==> src/rtl/counter_ctrl_pkg.sv <==
// counter_ctrl_pkg
// Shared definitions for the run/pause/step counter controller.
//   state_t  : controller state, encoded as it appears on state_o
//   DIR_UP   : direction value meaning "count toward a higher limit"
//   DIR_DOWN : direction value meaning "count down toward zero"
package counter_ctrl_pkg;

    typedef enum logic [1:0] {
        IDLE  = 2'b00,
        RUN   = 2'b01,
        PAUSE = 2'b10,
        DONE  = 2'b11
    } state_t;

    localparam logic DIR_UP   = 1'b1;
    localparam logic DIR_DOWN = 1'b0;

endpackage

==> src/rtl/counter_run_ctrl_tick_gen.sv <==
// tick_gen
// Prescaler that paces count steps while the controller is running.
// The phase counter is kept when enable drops, so a paused run resumes
// with whatever part of the current step period was still outstanding.
//   clock  : system clock
//   reset  : synchronous active-high reset, phase returns to 0
//   clear  : restart the step period from phase 0 (used on a load)
//   enable : advance the phase this cycle
//   tick   : high in the cycle whose edge should perform a count step
module tick_gen #(
    parameter int TICK_DIV = 4
) (
    input  logic clock,
    input  logic reset,
    input  logic clear,
    input  logic enable,
    output logic tick
);

    localparam int PW = (TICK_DIV > 1) ? $clog2(TICK_DIV) : 1;
    localparam logic [PW-1:0] LAST = PW'(TICK_DIV - 1);

    logic [PW-1:0] presc_q;
    logic [PW-1:0] presc_d;

    // The tick is the last phase of the period; it only counts while enabled.
    assign tick = enable && (presc_q == LAST);

    // Next phase: clear wins, otherwise wrap at the last phase.
    always_comb begin
        presc_d = presc_q;
        if (clear) begin
            presc_d = '0;
        end else if (enable) begin
            presc_d = (presc_q == LAST) ? '0 : presc_q + PW'(1);
        end
    end

    // Phase register.
    always_ff @(posedge clock) begin
        if (reset) begin
            presc_q <= '0;
        end else begin
            presc_q <= presc_d;
        end
    end

endmodule

==> src/rtl/counter_run_ctrl.sv <==
// counter_run_ctrl
// Run/pause/step controller wrapped around an N-bit up/down counter.
// Button pulses load the counter, run it toward a latched limit at a
// prescaled rate, pause it, single-step it, or abort back to idle.
//   clock, reset : system clock, synchronous active-high reset
//   start        : begin (load), resume from pause, or restart from done
//   stop         : pause a run, or abort from pause/done back to idle
//   step         : single count step, only honoured while paused
//   up_down      : direction captured on a load (1 = up)
//   limit        : bound captured on a load
//   count        : registered counter value
//   busy         : high while running
//   done         : one-cycle pulse when the target is reached
//   state_o      : current controller state
module counter_run_ctrl
    import counter_ctrl_pkg::*;
#(
    parameter int N        = 3,
    parameter int TICK_DIV = 4
) (
    input  logic         clock,
    input  logic         reset,
    input  logic         start,
    input  logic         stop,
    input  logic         step,
    input  logic         up_down,
    input  logic [N-1:0] limit,
    output logic [N-1:0] count,
    output logic         busy,
    output logic         done,
    output logic [1:0]   state_o
);

    state_t       state_q, state_d;
    logic [N-1:0] count_q, count_d;
    logic [N-1:0] lim_q, lim_d;
    logic         dir_q, dir_d;
    logic         done_q, done_d;

    logic         do_load;
    logic         do_step;
    logic         do_zero;
    logic         tick;
    logic         tick_en;

    logic [N-1:0] target_q;
    logic [N-1:0] step_val;
    logic [N-1:0] load_val;
    logic [N-1:0] load_target;

    // A stop in the same cycle freezes the prescaler, so no tick slips in.
    assign tick_en = (state_q == RUN) && !stop;

    tick_gen #(
        .TICK_DIV (TICK_DIV)
    ) u_tick_gen (
        .clock  (clock),
        .reset  (reset),
        .clear  (do_load),
        .enable (tick_en),
        .tick   (tick)
    );

    // Target and neighbour values for the latched run, plus the start
    // point and target a load would use from the live inputs.
    assign target_q    = (dir_q == DIR_UP) ? lim_q : '0;
    assign step_val    = (dir_q == DIR_UP) ? count_q + N'(1) : count_q - N'(1);
    assign load_val    = (up_down == DIR_UP) ? '0 : limit;
    assign load_target = (up_down == DIR_UP) ? limit : '0;

    // State register together with the datapath registers it governs.
    always_ff @(posedge clock) begin
        if (reset) begin
            state_q <= IDLE;
            count_q <= '0;
            lim_q   <= '0;
            dir_q   <= 1'b0;
            done_q  <= 1'b0;
        end else begin
            state_q <= state_d;
            count_q <= count_d;
            lim_q   <= lim_d;
            dir_q   <= dir_d;
            done_q  <= done_d;
        end
    end

    // Next-state decision. Each state checks stop before start before
    // step before tick, so the first matching case is the one that acts.
    // A load or step that lands on the target overrides into DONE.
    always_comb begin
        state_d = state_q;
        do_load = 1'b0;
        do_step = 1'b0;
        do_zero = 1'b0;
        case (state_q)
            IDLE: begin
                if (!stop && start) begin
                    do_load = 1'b1;
                end
            end
            RUN: begin
                if (stop) begin
                    state_d = PAUSE;
                end else if (tick) begin
                    do_step = 1'b1;
                end
            end
            PAUSE: begin
                if (stop) begin
                    state_d = IDLE;
                    do_zero = 1'b1;
                end else if (start) begin
                    state_d = RUN;
                end else if (step) begin
                    do_step = 1'b1;
                end
            end
            DONE: begin
                if (stop) begin
                    state_d = IDLE;
                    do_zero = 1'b1;
                end else if (start) begin
                    do_load = 1'b1;
                end
            end
            default: begin
                state_d = IDLE;
            end
        endcase
        if (do_load) begin
            state_d = (load_val == load_target) ? DONE : RUN;
        end
        if (do_step && (step_val == target_q)) begin
            state_d = DONE;
        end
    end

    // Datapath updates chosen by the state logic. done is raised only by
    // the load or step that actually reaches the target, so it lasts one
    // cycle even though the state then sits in DONE.
    always_comb begin
        count_d = count_q;
        lim_d   = lim_q;
        dir_d   = dir_q;
        done_d  = 1'b0;
        if (do_load) begin
            dir_d   = up_down;
            lim_d   = limit;
            count_d = load_val;
            done_d  = (load_val == load_target);
        end else if (do_step) begin
            count_d = step_val;
            done_d  = (step_val == target_q);
        end else if (do_zero) begin
            count_d = '0;
        end
    end

    assign count   = count_q;
    assign busy    = (state_q == RUN);
    assign done    = done_q;
    assign state_o = state_q;

endmodule

==> config.mk <==
export PLATFORM = sky130hd
export DESIGN_NAME = counter_run_ctrl
export DESIGN_NICKNAME = d
export VERILOG_FILES = /design/src/rtl/counter_ctrl_pkg.sv /design/src/rtl/counter_run_ctrl_tick_gen.sv /design/src/rtl/counter_run_ctrl.sv
export SDC_FILE = /design/constraint.sdc
export NUM_CORES = 1
export LEC_CHECK = 0
export BUFFER_PORTS_ARGS = -buffer_cell sky130_fd_sc_hd__buf_2
export CAP_MARGIN = 25
export CORE_UTILIZATION = 55
export DETAILED_ROUTE_END_ITERATION = 7
export GPL_ROUTABILITY_DRIVEN = 0
export PLACE_DENSITY = 0.86
export SLEW_MARGIN = 0
export SYNTH_ARGS = -nofsm -noshare
export SYNTH_HDL_FRONTEND = slang
export SYNTH_SLANG_ARGS = --single-unit
==> constraint.sdc <==
create_clock -name clock -period 3.66 [get_ports clock]
set_input_delay 0.183 -clock clock [delete_from_list [all_inputs] [get_ports clock]]
set_output_delay 0.183 -clock clock [all_outputs]
set_load 0.01 [all_outputs]
==> flow_summary.json <==
{
  "instances_no_fill": 121,
  "total_power_uw": 315,
  "yosysUniqueCellTypes": 29,
  "grt_max_degree": 13,
  "critPathSlowestCell": "fa_1",
  "first_pass_iters": 4,
  "crit_arrival_ns": 2.06,
  "worstPathCellList": "inv_1 -> fa_1 -> xnor2_1 -> nand4b_1 -> a311o_1 -> a21oi_1",
  "cts.clk_slew.worst_paths_ns": 0.07,
  "fp.dieW_um": 38.5,
  "via_count": 683,
  "p_switching_uw": 98.9,
  "regArea_um2": 240,
  "final.setup.tns_ns": 0,
  "maxSlewViolCount": 0,
  "dpl_cell_area_um2": 817,
  "post-dp-hpwl_mm": 1.16,
  "post-place-cells": 118,
  "rsz0062_at_grt": "no",
  "intPower_uw": 216,
  "yosysWarningCount": 0,
  "cts.sinks": 12,
  "syn_inst": 91,
  "cts_buffer_depth": 2,
  "synth-seq-area-share": 0.328,
  "fin_crit_sh": 0.509,
  "cap_violations": 0,
  "start_util": 0.625,
  "area_growth_pct": 14.7,
  "cts_resized": 0,
  "synth-edff-count": 0,
  "async_reset_ff_frac": 0,
  "cts_buffers": 3,
  "core_mm2": 0.00117,
  "viasPerCell": 5.64,
  "finalHoldViolations": 0,
  "rows": 12,
  "ant_nets": 0,
  "setup_violations": 0,
  "syn_area_um2": 732,
  "crit_path_end_kind": "register",
  "grt_usage": 0.253,
  "cts_tree": "built",
  "fmax_mhz": 537,
  "fin_skew_ns": 0.00117,
  "diodes": 0,
  "power_density_mw_per_mm2": 375,
  "post_cts_buffers": 0,
  "path_class": "register to register",
  "drive_above_1_share": 0.187,
  "required_ns": 3.86,
  "stdcell_area_um2": 840,
  "cts_hold_buffers": 0,
  "p_seq_frac": 0.467,
  "utilization": 0.717,
  "syn_area_per_cell_um2": 8.04,
  "antenna_found_initial": 0,
  "crit_fanout": 5,
  "max_slew_margin": 0.752,
  "drt-wirelength-per-cell_um": 12.3,
  "outcome": "finished clean",
  "leakage_nw": 0.346,
  "ys_seq_elements": 12,
  "max_stage_delay_ns": 0.54,
  "wl_mm": 1.49,
  "htree_levels": 1,
  "fin_nets": 124,
  "synth_nets": 106,
  "hp-class": "input port to register",
  "drc": 0,
  "place_ws_ns": 1.81,
  "peakVddDrop_v": 0.000210,
  "die_area_mm2": 0.00148,
  "clockPowerShare": 0.245,
  "die_h_um": 38.5,
  "grt_overflow": 0,
  "power.share.combinational": 0.288,
  "drtIter0Drc": 19,
  "rrSetupSlack_ns": 1.80,
  "num-fill-cells": 99,
  "root_buffer": "clkbuf_4",
  "synth_flop_cell": "dfxtp_1",
  "multi_input_area_um2": 465,
  "pin_count": 16,
  "clkLatencyLatePin_ns": 0.27,
  "fin_crit_ns": 1.86,
  "layout_setup_ws_ns": 1.80,
  "start_kind": "register",
  "grt_pass1_wl_mm": 2.56,
  "switching_share": 0.314,
  "first_global_vias": 609,
  "io_buffers": 15,
  "holdWs_ns": 0.173,
  "worstMarginPinSlew_ns": 0.371
}
## kinds of logic (layout without fill, tap and decap cells)
logic type                 Yosys count  after routing  share of synthesized area
xor gates and xnor gates             4              4                     0.0479
AOI/OAI and AO/OA                   33             33                      0.274
and+or+nand+nor                     29             29                      0.202
adders and majority gates            6              6                      0.113
DFF                                 12             12                      0.328
buffers and inverters                7             23                     0.0359
## path summary, 6_finish.rpt
path | startpoint | to | cells past startpoint
setup / recovery | dir_q$_SDFFE_PP0P_ | done$_SDFF_PP0_ | 6
hold / removal | limit[1] | lim_q[1]$_SDFFE_PP0P_ | 3
setup reg to reg | dir_q$_SDFFE_PP0P_ | done$_SDFF_PP0_ | 6
hold reg to reg | u_tick_gen.presc_q[1]$_SDFFE_PP0N_ | u_tick_gen.presc_q[1]$_SDFFE_PP0N_ | 2
## synthesized netlist by cell type (all sizes together), types with 2 or more instances
| cell type | count | area share |
|---|---|---|
| nor2b | 3 | 0.026 |
| a21oi | 14 | 0.096 |
| a2bb2oi | 3 | 0.036 |
| ha | 5 | 0.085 |
| dfxtp | 12 | 0.33 |
| a31oi | 2 | 0.017 |
| xnor2 | 3 | 0.036 |
| nand2b | 2 | 0.017 |
| o21ai | 8 | 0.055 |
| nand2 | 9 | 0.046 |
| nor3 | 2 | 0.014 |
| nand3 | 5 | 0.034 |
| inv | 5 | 0.026 |
| nor2 | 4 | 0.021 |
| clkbuf | 2 | 0.010 |
## layer usage
| layer | up-vias | share of wire | global-route usage |
|---|---|---|---|
| li1 | 358 | - | - |
| met2 | 15 | 0.47 | 0.400 |
| met3 | 0 | 0.044 | 0.105 |
| met1 | 310 | 0.49 | 0.331 |
| met5 | - | 0 | 0 |
| met4 | 0 | 0 | 0.0259 |
## layout by cell type (no fill, tap or decap), types with 2 or more instances in the layout
cell type,count
a21oi_1,14
a2bb2oi_1,3
a31oi_1,2
buf_2,15
clkbuf_4,3
dfxtp_1,12
ha_1,5
inv_1,4
nand2_1,9
nand2b_1,2
nand3_1,5
nor2_1,4
nor2b_1,3
nor3_1,2
o21ai_0,3
o21ai_1,5
xnor2_1,3
## cell type report
cell class                 instances  share of cell area
multi-input combinational         72               0.554
inverter                           5              0.0224
timing repair buffer              15              0.0894
tap                               14              0.0209
clock buffer                       3              0.0268
sequential                        12               0.286
## worst max-delay path: cells and delay by family, from the launching register on
family | cells | cell delay (ns)
buffers and inverters | 1 | 0.10
AOI/OAI and AO/OA | 2 | 0.54
and+or+nand+nor | 1 | 0.10
adders and majority gates | 1 | 0.54
DFF | 1 | 0.38
xor gates and xnor gates | 1 | 0.13
## sequential cells by signal, summed over array words and instances (netlist names)
signal / cells
count: 3
lim_q: 3
state_o: 2
done: 1
dir_q: 1
u_tick_gen.presc_q: 2
## power by group through the flow
| stage | clock network (mW) | logic [mW] | registers, mW |
|---|---|---|---|
| 2_1_floorplan | 0 | 0.0661 | 0.150 |
| 3_3_place_gp | 0 | 0.0894 | 0.149 |
| 3_5_place_dp | 0 | 0.0904 | 0.150 |
| 4_1_cts | 0.0803 | 0.0907 | 0.147 |
| 5_1_grt | 0.0866 | 0.103 | 0.148 |
| 6_report | 0.0772 | 0.0906 | 0.147 |
No activity file was read; power rests on OpenSTA's default activity.
